**config.mk**
```make
export PLATFORM = sky130hd
export DESIGN_NAME = mem_stage_access_flat
export DESIGN_NICKNAME = d
export VERILOG_FILES = /design/src/rtl/mem_stage_access_if.sv /design/src/rtl/mem_stage_access.sv /design/src/flat_wrapper.sv
export SDC_FILE = /design/constraint.sdc
export NUM_CORES = 1
export LEC_CHECK = 0
export CAP_MARGIN = 20
export CORE_ASPECT_RATIO = 1.25
export CORE_MARGIN = 2
export CORE_UTILIZATION = 40
export CTS_BUF_LIST = sky130_fd_sc_hd__clkbuf_8
export CTS_CLUSTER_DIAMETER = 60
export DETAILED_ROUTE_END_ITERATION = 16
export HOLD_SLACK_MARGIN = 0.08
export PLACE_DENSITY_LB_ADDON = 0.12
export SKIP_CTS_REPAIR_TIMING = 1
export SLEW_MARGIN = 0
export SYNTH_ARGS = -nofsm -noshare
export SYNTH_HDL_FRONTEND = slang
export SYNTH_SLANG_ARGS = --single-unit
```
**constraint.sdc**
```tcl
create_clock -name clk -period 2.93 [get_ports clk]
set_clock_uncertainty 0.05 [all_clocks]
set_input_delay 0.879 -clock clk [delete_from_list [all_inputs] [get_ports clk]]
set_output_delay 0.879 -clock clk [all_outputs]
set_load 0.03 [all_outputs]
```
**src/rtl/mem_stage_access_if.sv**
```systemverilog
// Data-memory request/acknowledge bus between the memory stage and the data memory.
interface mem_stage_access_if #(
    parameter int unsigned DATA_W = 16
);
    logic              mem_en;
    logic              mem_wr;
    logic [DATA_W-1:0] mem_addr;
    logic [DATA_W-1:0] mem_wdata;
    logic              mem_ack;
    logic [DATA_W-1:0] mem_rdata;

    modport master (
        output mem_en,
        output mem_wr,
        output mem_addr,
        output mem_wdata,
        input  mem_ack,
        input  mem_rdata
    );

    modport slave (
        input  mem_en,
        input  mem_wr,
        input  mem_addr,
        input  mem_wdata,
        output mem_ack,
        output mem_rdata
    );
endinterface

```
**src/rtl/mem_stage_access.sv**
```systemverilog
// Memory stage: consumes EX/MEM fields, runs a req/ack access to a multi-cycle data memory,
// stalls upstream while waiting and registers results toward MEM/WB.
module mem_stage_access #(
    parameter int unsigned DATA_W  = 16,
    parameter int unsigned TIMEOUT = 64
) (
    input  logic              clk,
    input  logic              rst,
    input  logic              in_valid,
    input  logic              MemRead,
    input  logic              MemWrite,
    input  logic [1:0]        MemtoReg,
    input  logic              RegWrite,
    input  logic              HLT,
    input  logic [3:0]        dst_reg,
    input  logic [DATA_W-1:0] ALUOut,
    input  logic [DATA_W-1:0] ReadValue,
    input  logic [DATA_W-1:0] LBOut,
    input  logic [DATA_W-1:0] pc_out,
    mem_stage_access_if.master mem,
    output logic              stall,
    output logic              wb_valid,
    output logic              wb_RegWrite,
    output logic              wb_HLT,
    output logic [1:0]        wb_MemtoReg,
    output logic [3:0]        wb_dst_reg,
    output logic [DATA_W-1:0] wb_ALUOut,
    output logic [DATA_W-1:0] wb_MemData,
    output logic [DATA_W-1:0] wb_LBOut,
    output logic [DATA_W-1:0] wb_pc,
    output logic              err
);

    typedef enum logic [1:0] {StIdle, StWait, StError} state_e;

    localparam logic [7:0] CntMax = 8'(TIMEOUT - 1);

    state_e            state_q, state_d;
    logic [7:0]        cnt_q, cnt_d;
    logic              err_q, err_d;

    // Request fields captured when the access is issued
    logic              req_wr_q, req_wr_d;
    logic [1:0]        req_memtoreg_q, req_memtoreg_d;
    logic              req_regwrite_q, req_regwrite_d;
    logic              req_hlt_q, req_hlt_d;
    logic [3:0]        req_dst_q, req_dst_d;
    logic [DATA_W-1:0] req_alu_q, req_alu_d;
    logic [DATA_W-1:0] req_lb_q, req_lb_d;
    logic [DATA_W-1:0] req_pc_q, req_pc_d;

    logic              wb_valid_q, wb_valid_d;
    logic              wb_regwrite_q, wb_regwrite_d;
    logic              wb_hlt_q, wb_hlt_d;
    logic [1:0]        wb_memtoreg_q, wb_memtoreg_d;
    logic [3:0]        wb_dst_q, wb_dst_d;
    logic [DATA_W-1:0] wb_alu_q, wb_alu_d;
    logic [DATA_W-1:0] wb_mdata_q, wb_mdata_d;
    logic [DATA_W-1:0] wb_lb_q, wb_lb_d;
    logic [DATA_W-1:0] wb_pc_q, wb_pc_d;

    logic              mem_op;
    logic              mem_en_c;
    logic              mem_wr_c;
    logic [DATA_W-1:0] mem_addr_c;
    logic [DATA_W-1:0] mem_wdata_c;
    logic              stall_c;

    assign mem_op = in_valid & (MemRead | MemWrite);

    // Next-state, request strobe and writeback selection
    always_comb begin
        state_d        = state_q;
        cnt_d          = cnt_q;
        err_d          = err_q;
        req_wr_d       = req_wr_q;
        req_memtoreg_d = req_memtoreg_q;
        req_regwrite_d = req_regwrite_q;
        req_hlt_d      = req_hlt_q;
        req_dst_d      = req_dst_q;
        req_alu_d      = req_alu_q;
        req_lb_d       = req_lb_q;
        req_pc_d       = req_pc_q;
        // Default is a bubble: control bits drop, data fields hold
        wb_valid_d     = 1'b0;
        wb_regwrite_d  = 1'b0;
        wb_hlt_d       = 1'b0;
        wb_memtoreg_d  = wb_memtoreg_q;
        wb_dst_d       = wb_dst_q;
        wb_alu_d       = wb_alu_q;
        wb_mdata_d     = wb_mdata_q;
        wb_lb_d        = wb_lb_q;
        wb_pc_d        = wb_pc_q;
        mem_en_c       = 1'b0;
        mem_wr_c       = 1'b0;
        mem_addr_c     = '0;
        mem_wdata_c    = '0;
        stall_c        = 1'b0;

        unique case (state_q)
            StIdle: begin
                if (mem_op) begin
                    mem_en_c       = 1'b1;
                    mem_wr_c       = MemWrite;
                    mem_addr_c     = ALUOut;
                    mem_wdata_c    = ReadValue;
                    stall_c        = 1'b1;
                    state_d        = StWait;
                    cnt_d          = '0;
                    req_wr_d       = MemWrite;
                    req_memtoreg_d = MemtoReg;
                    req_regwrite_d = RegWrite;
                    req_hlt_d      = HLT;
                    req_dst_d      = dst_reg;
                    req_alu_d      = ALUOut;
                    req_lb_d       = LBOut;
                    req_pc_d       = pc_out;
                end else begin
                    wb_valid_d    = in_valid;
                    wb_regwrite_d = in_valid & RegWrite;
                    wb_hlt_d      = in_valid & HLT;
                    wb_memtoreg_d = MemtoReg;
                    wb_dst_d      = dst_reg;
                    wb_alu_d      = ALUOut;
                    wb_mdata_d    = '0;
                    wb_lb_d       = LBOut;
                    wb_pc_d       = pc_out;
                end
            end
            StWait: begin
                if (mem.mem_ack) begin
                    // Ack beats a same-cycle timeout
                    wb_valid_d    = 1'b1;
                    wb_regwrite_d = req_regwrite_q;
                    wb_hlt_d      = req_hlt_q;
                    wb_memtoreg_d = req_memtoreg_q;
                    wb_dst_d      = req_dst_q;
                    wb_alu_d      = req_alu_q;
                    wb_mdata_d    = req_wr_q ? '0 : mem.mem_rdata;
                    wb_lb_d       = req_lb_q;
                    wb_pc_d       = req_pc_q;
                    state_d       = StIdle;
                end else begin
                    stall_c = 1'b1;
                    cnt_d   = cnt_q + 8'd1;
                    if (cnt_q == CntMax) begin
                        state_d = StError;
                        err_d   = 1'b1;
                    end
                end
            end
            StError: begin
                stall_c = 1'b1;
                err_d   = 1'b1;
            end
            default: state_d = StIdle;
        endcase
    end

    // State, request latch and MEM/WB registers
    always_ff @(posedge clk or negedge rst) begin
        if (!rst) begin
            state_q        <= StIdle;
            cnt_q          <= '0;
            err_q          <= 1'b0;
            req_wr_q       <= 1'b0;
            req_memtoreg_q <= '0;
            req_regwrite_q <= 1'b0;
            req_hlt_q      <= 1'b0;
            req_dst_q      <= '0;
            req_alu_q      <= '0;
            req_lb_q       <= '0;
            req_pc_q       <= '0;
            wb_valid_q     <= 1'b0;
            wb_regwrite_q  <= 1'b0;
            wb_hlt_q       <= 1'b0;
            wb_memtoreg_q  <= '0;
            wb_dst_q       <= '0;
            wb_alu_q       <= '0;
            wb_mdata_q     <= '0;
            wb_lb_q        <= '0;
            wb_pc_q        <= '0;
        end else begin
            state_q        <= state_d;
            cnt_q          <= cnt_d;
            err_q          <= err_d;
            req_wr_q       <= req_wr_d;
            req_memtoreg_q <= req_memtoreg_d;
            req_regwrite_q <= req_regwrite_d;
            req_hlt_q      <= req_hlt_d;
            req_dst_q      <= req_dst_d;
            req_alu_q      <= req_alu_d;
            req_lb_q       <= req_lb_d;
            req_pc_q       <= req_pc_d;
            wb_valid_q     <= wb_valid_d;
            wb_regwrite_q  <= wb_regwrite_d;
            wb_hlt_q       <= wb_hlt_d;
            wb_memtoreg_q  <= wb_memtoreg_d;
            wb_dst_q       <= wb_dst_d;
            wb_alu_q       <= wb_alu_d;
            wb_mdata_q     <= wb_mdata_d;
            wb_lb_q        <= wb_lb_d;
            wb_pc_q        <= wb_pc_d;
        end
    end

    // Combinational outputs are forced low while reset is held, even if EX/MEM shows a memory op
    assign mem.mem_en    = rst & mem_en_c;
    assign mem.mem_wr    = rst & mem_wr_c;
    assign mem.mem_addr  = rst ? mem_addr_c : '0;
    assign mem.mem_wdata = rst ? mem_wdata_c : '0;
    assign stall         = rst & stall_c;

    assign err         = err_q;
    assign wb_valid    = wb_valid_q;
    assign wb_RegWrite = wb_regwrite_q;
    assign wb_HLT      = wb_hlt_q;
    assign wb_MemtoReg = wb_memtoreg_q;
    assign wb_dst_reg  = wb_dst_q;
    assign wb_ALUOut   = wb_alu_q;
    assign wb_MemData  = wb_mdata_q;
    assign wb_LBOut    = wb_lb_q;
    assign wb_pc       = wb_pc_q;

endmodule

```
**src/flat_wrapper.sv**
```systemverilog
// flat-port wrapper written by rule: the top's interface ports become plain ports
module mem_stage_access_flat 
#(
    parameter int unsigned DATA_W  = 16,
    parameter int unsigned TIMEOUT = 64
)
  (clk, rst, in_valid, MemRead, MemWrite, MemtoReg, RegWrite, HLT, dst_reg, ALUOut, ReadValue, LBOut, pc_out, stall, wb_valid, wb_RegWrite, wb_HLT, wb_MemtoReg, wb_dst_reg, wb_ALUOut, wb_MemData, wb_LBOut, wb_pc, err, mem_mem_en, mem_mem_wr, mem_mem_addr, mem_mem_wdata, mem_mem_ack, mem_mem_rdata);
  mem_stage_access_if #(.DATA_W(DATA_W)) mem_i ();
  input  logic clk;
  input  logic rst;
  input  logic in_valid;
  input  logic MemRead;
  input  logic MemWrite;
  input  logic [1:0] MemtoReg;
  input  logic RegWrite;
  input  logic HLT;
  input  logic [3:0] dst_reg;
  input  logic [DATA_W-1:0] ALUOut;
  input  logic [DATA_W-1:0] ReadValue;
  input  logic [DATA_W-1:0] LBOut;
  input  logic [DATA_W-1:0] pc_out;
  output logic stall;
  output logic wb_valid;
  output logic wb_RegWrite;
  output logic wb_HLT;
  output logic [1:0] wb_MemtoReg;
  output logic [3:0] wb_dst_reg;
  output logic [DATA_W-1:0] wb_ALUOut;
  output logic [DATA_W-1:0] wb_MemData;
  output logic [DATA_W-1:0] wb_LBOut;
  output logic [DATA_W-1:0] wb_pc;
  output logic err;
  output wire logic [$bits(mem_i.mem_en)-1:0] mem_mem_en;
  output wire logic [$bits(mem_i.mem_wr)-1:0] mem_mem_wr;
  output wire logic [$bits(mem_i.mem_addr)-1:0] mem_mem_addr;
  output wire logic [$bits(mem_i.mem_wdata)-1:0] mem_mem_wdata;
  input wire logic [$bits(mem_i.mem_ack)-1:0] mem_mem_ack;
  input wire logic [$bits(mem_i.mem_rdata)-1:0] mem_mem_rdata;
  assign mem_mem_en = mem_i.mem_en;
  assign mem_mem_wr = mem_i.mem_wr;
  assign mem_mem_addr = mem_i.mem_addr;
  assign mem_mem_wdata = mem_i.mem_wdata;
  assign mem_i.mem_ack = mem_mem_ack;
  assign mem_i.mem_rdata = mem_mem_rdata;
  mem_stage_access #(.DATA_W(DATA_W), .TIMEOUT(TIMEOUT)) u_core (.clk(clk), .rst(rst), .in_valid(in_valid), .MemRead(MemRead), .MemWrite(MemWrite), .MemtoReg(MemtoReg), .RegWrite(RegWrite), .HLT(HLT), .dst_reg(dst_reg), .ALUOut(ALUOut), .ReadValue(ReadValue), .LBOut(LBOut), .pc_out(pc_out), .mem(mem_i), .stall(stall), .wb_valid(wb_valid), .wb_RegWrite(wb_RegWrite), .wb_HLT(wb_HLT), .wb_MemtoReg(wb_MemtoReg), .wb_dst_reg(wb_dst_reg), .wb_ALUOut(wb_ALUOut), .wb_MemData(wb_MemData), .wb_LBOut(wb_LBOut), .wb_pc(wb_pc), .err(err));
endmodule
```
==> out/results.txt, run 1 <==
DRT antenna net count: 0
Layout area overhead: 44.2%
post-detail-place hpwl: 10600 um
Power Internal: 0.00441 W
crit end category: output port
TritonCTS Buffers: 17
CP max-delay cell: or2_4
clk_lat worst skew: 0.44 ns
DIE WIDTH: 118 um
clock-pin slew on the worst setup and hold paths: 0.08 ns
Hold Path Class: input pin to asynchronous set/reset pin
Post-Route Utilization: 58.4%
Hold Violations, Final: 0
port buffer count: 202
Starting Density: 40.5%
DP Cell Count: 886
PwrDens: 701 mW/mm^2
core area: 0.0160 mm^2
CTS tree: built
Critical Path AT: 1.98 ns
Hold WS: 0.383 ns
static leakage power: 3.97 nW
total power: 0.00655 W
# setup viols final: 0
maximum VDD drop: 339 uV
critical path peak fanout: 8
Buf+Inv Stages, Crit Path: 3
worst r2r path cells: 5
GRT Total Usage: 18.1%
Worst EP required: 2.00 ns
sw frac: 32.7%
Nets: 791
DR WL/cell: 17.1 um
Syn Std Cell Area: 0.00648 mm^2
Overflow after GRT: 0
clock power share: 23.2%
Worst Path Class, Setup: input pin to output port
first-pass GRT wire length: 24900 um
dominant synthesized flop cell: dfrtp_1
Initial DRT Pass Iterations: 4
critical path's largest stage delay: 0.24 ns
RR Startpoint: u_core.state_q[1]
Fmax: 344 MHz
Startpoint Class: input pin
#FFs+latches synth: 141
fin crit period: 2.91 ns
Gate Count Post-Synth: 476
power share of the combinational group: 36.1%
largest net degree at the start of global routing: 67
post-synthesis sequential area ratio: 54.4%
status: complete, no violations
Synth Net Count: 571
Routability Congestion: 0.805
Post-synth EDFFs: 0
vias per inst: 4.97
flop-to-flop setup slack: 0.82 ns
Post-Layout Cell Count: 924
Inserted Diodes: 0
Max Slew Vio Count: 0
ratio of cells with drive above 1 in the final layout: 40.3%
syn_area_per_cell: 13.6 um^2
I/O pins: 203
Core Rows: 52
Ys Warns: 0
asr flop ratio synth: 100%
sequential power share: 40.7%
maximum clock insertion buffer count: 2
Rel. slew slack: 44.2%
cells along the critical path: buf_4 -> or2_4 -> and3_4 -> clkbuf_16 -> and2_2 -> buf_6
max_cap viols: 0
Synth cell types: 45
fin crit share: 99.2%
die area: 0.0172 mm^2
htree depth: 4
Slew @ Worst Pin: 0.837 ns
Worst path top cell family by delay: simple AND/OR/NAND/NOR gates
RR Endpoint: u_core.req_hlt_q
clock root buffer: clkbuf_8
vias in the first global route: 4851
chip height: 146 um
initial antenna violation count: 0
Sum Neg Setup Slack: 0 ns
Routed WL: 15800 um
NetSw: 0.00214 W
DR iter-0 viols: 95
DRC: 0
via count: 4593
Sinks on Clock Net: 141
-- cell usage in the layout (no fill, tap or decap), drive strengths merged, types with 4 or more instances in the layout --
master and n:
clkbuf 24, mux2 165, mux2i 17, buf 60, inv 22, nand2 22, clkinv 6, dfrtp 141
o21ai 4, nand3 4, and2 32, clkdlybuf4s50 163, a21oi 4
-- layout make-up --
cell class                 count  area [um^2]
fill                        1339         6660
sequential                   141         3530
multi-input combinational    288         2740
timing repair buffer         228         2340
tap                          216          270
clock buffer                  19          262
clock inverter                12          124
inverter                      20         75.1
-- power by group through the flow --
stage          logic [W]  registers [W]  clock network (W)
5_1_grt          0.00251        0.00273            0.00166
3_3_place_gp     0.00232        0.00268                  0
4_1_cts          0.00236        0.00267            0.00157
2_1_floorplan   0.000887        0.00318                  0
3_5_place_dp     0.00236        0.00270                  0
6_report         0.00236        0.00267            0.00152
-- routing by layer --
metal / share of wire, % / global-route usage (%) / up-vias / routed length [um]
met3: 6.1 / 6.09 / 25 / 970
met2: 52 / 31.0 / 171 / 8220
li1: - / - / 2109 / -
met4: 2.3 / 8.31 / 0 / 356
met1: 39 / 20.5 / 2288 / 6230
met5: 0 / 0 / - / 0
-- how the worst max path moves through the flow --
stage	start	end	cells after the start
6_report	MemWrite	mem_mem_addr[12]	6
5_1_grt	MemWrite	mem_mem_addr[11]	6
3_3_place_gp	MemWrite	mem_mem_addr[14]	6
2_1_floorplan	in_valid	mem_mem_wdata[10]	4
3_5_place_dp	MemWrite	mem_mem_addr[0]	6
4_1_cts	MemWrite	mem_mem_addr[0]	6
-- per-stage QoR --
stage | instance area (um^2) | setup WS (ns)
floorplan | 6500 | 0.126
global placement | 8750 | -0.364
detailed placement | 8750 | -0.392
CTS | 9130 | -0.394
global route | 9340 | -0.0143
finish | 9340 | 0.0236
-- cell families (layout without fill, tap and decap cells) --
kind of cell	Yosys count	in the layout	synth area share, %
adders and majority gates	1	1	0.193
DFF	141	141	54.4
and+or+nand+nor	82	82	7.37
buffers and inverters	47	279	4.02
AOI/OAI and AO/OA	23	23	2.68
muxes	182	182	31.3
-- cell usage after synthesis (all sizes together) (3+ instances only) --
library cell  instances  area, um^2
o21ai                 4        20.0
dfrtp               141        3530
mux2                165        1860
clkbuf                7        26.3
and3                  3        18.8
mux2i                17         170
and2                 32         200
inv                  20        75.1
buf                  20         159
a21oi                 4        23.8
nor2                  3        18.8
nand2                22        82.6
nand3                 4        20.0
nor3b                 3        27.5
Note: power is estimated with default switching activity, not from simulation.
==> run 2, diff against run 1 <==
- CORE_MARGIN: 2 -> default
==> run 2 against run 1 <==
  * Total power increased by 0.24%
  * Sequential power about the same
  * Clock power about the same
  * Combinational power about the same
  * Setup slack got worse by 0.0037 ns
  * Sequential share of layout area increased by 0.17 points
  * Global-route usage decreased by 0.098 points
==> out/results.txt, run 2 (synthesized netlist as in run 1, its figures left out) <==
status: complete, no violations
Routed WL: 15200 um
critical path peak fanout: 8
Slew @ Worst Pin: 0.968 ns
vias per inst: 4.97
Core Rows: 51
Post-Layout Cell Count: 915
commonest non-fill, non-tap cell in the layout: mux2_2
Rel. slew slack: 35.5%
Worst EP required: 2.00 ns
post-detail-place hpwl: 10200 um
die area: 0.0167 mm^2
Worst path top cell family by delay: simple AND/OR/NAND/NOR gates
DRC: 0
Post-DP Area: 0.00874 mm^2
via count: 4551
critical path capture point: mem_mem_addr[12]
Nets: 787
cell depth of the worst setup path: 6
fin crit period: 2.91 ns
critical path's largest stage delay: 0.25 ns
RR Startpoint: u_core.state_q[1]
most frequent cells in the layout: 165 x mux2_2, 163 x clkdlybuf4s50_1, 139 x dfrtp_1
clock power share: 23.5%
crit end category: output port
vias in the first global route: 4616
Fmax: 344 MHz
htree depth: 4
ratio of cells with drive above 1 in the final layout: 39.8%
Power Internal: 0.00448 W
power share of the combinational group: 35.7%
port buffer count: 202
I/O pins: 203
DRT antenna net count: 0
cells along the critical path: dlymetal6s2s_1 -> or2_4 -> and3_4 -> clkbuf_16 -> and2_2 -> buf_6
Layout area overhead: 43.6%
DP Cell Count: 882
Sinks on Clock Net: 141
clk_lat worst skew: 0.44 ns
final instance area: 0.00930 mm^2
largest net degree at the start of global routing: 78
TritonCTS Buffers: 17
Starting Density: 41.3%
metal2 WL: 7640 um
clock root buffer: clkbuf_8
clock-pin slew on the worst setup and hold paths: 0.07 ns
DR iter-0 viols: 111
Max Slew Vio Count: 0
Buf+Inv Stages, Crit Path: 3
GRT Total Usage: 18.0%
static leakage power: 3.99 nW
core area: 0.0157 mm^2
DR WL/cell: 16.6 um
setup slack after layout: 0.0199 ns
wire length on met1: 6170 um
Sum Neg Setup Slack: 0 ns
Critical Path AT: 1.98 ns
CP max-delay cell: or2_4
Overflow after GRT: 0
DIE WIDTH: 116 um
Startpoint Class: input pin
worst r2r path cells: 4
Initial DRT Pass Iterations: 4
Routability Congestion: 0.780
PwrDens: 706 mW/mm^2
Hold Violations, Final: 0
pre-CTS WS: -0.333 ns
NetSw: 0.00209 W
first-pass GRT wire length: 22900 um
met3 wire length: 1180 um
sequential power share: 40.7%
# setup viols final: 0
max_cap viols: 0
RR Endpoint: u_core.wb_pc[13]
initial antenna violation count: 0
chip height: 144 um
flop-to-flop setup slack: 0.95 ns
Worst Path Class, Setup: input pin to output port
Setup crit start: MemRead
Inserted Diodes: 0
CTS tree: built
maximum VDD drop: 411 uV
top sig layer: met4
Hold Path Class: flip-flop to flip-flop
fin crit share: 99.3%
sw frac: 31.8%
maximum clock insertion buffer count: 2
[run 2: area by class of cell]
cell class / count / area, um^2
Inverter: 20 / 75.1
Fill cell: 1283 / 6390
Clock buffer: 19 / 262
Timing Repair Buffer: 224 / 2300
Clock inverter: 11 / 129
Sequential cell: 141 / 3530
Multi-Input combinational cell: 288 / 2750
Tap cell: 212 / 265
[run 2: routing by layer]
metal  global-route usage, %  up-vias
li1                        -     2107
met1                    21.0     2267
met2                    30.3      162
met3                    6.41       15
met4                    6.95        0
met5                       0        -
[run 2: how the worst min path moves through the flow]
stage | start | to | slack, ns | depth (start not counted)
after floorplan | u_core.cnt_q[7] | u_core.cnt_q[7] | 0.39 | 1
after global placement | u_core.cnt_q[7] | u_core.cnt_q[7] | 0.41 | 1
after detailed placement | u_core.err | u_core.err | 0.41 | 1
after CTS | u_core.err | u_core.err | 0.44 | 1
after global routing | u_core.wb_ALUOut[6] | u_core.wb_ALUOut[6] | 0.47 | 1
final | u_core.err | u_core.err | 0.44 | 1
[run 2: through the flow]
| step | util (%) | hold slack [ns] | total power, W |
|---|---|---|---|
| floorplan | - | 0.393 | 0.00407 |
| global placement | 55.7 | 0.414 | 0.00499 |
| detailed placement | 55.7 | 0.406 | 0.00506 |
| CTS | 58.2 | 0.438 | 0.00663 |
| global route | 59.3 | 0.465 | 0.00690 |
| finish | 59.3 | 0.436 | 0.00657 |
[run 2: power by group through the flow]
stage	sequential [W]	combinational, W	clock [W]
floorplan	0.00318	0.000887	0
global placement	0.00269	0.00231	0
detailed placement	0.00271	0.00235	0
CTS	0.00268	0.00235	0.00160
global route	0.00274	0.00248	0.00168
finish	0.00268	0.00235	0.00154
[run 2: worst reg2reg max path: cells and delay by family (launching register included)]
family	cells	cell delay (ns)
buffers and inverters	1	0.45
flip-flops	1	0.48
multiplexers	2	0.73
AND/OR/NAND/NOR	1	0.15
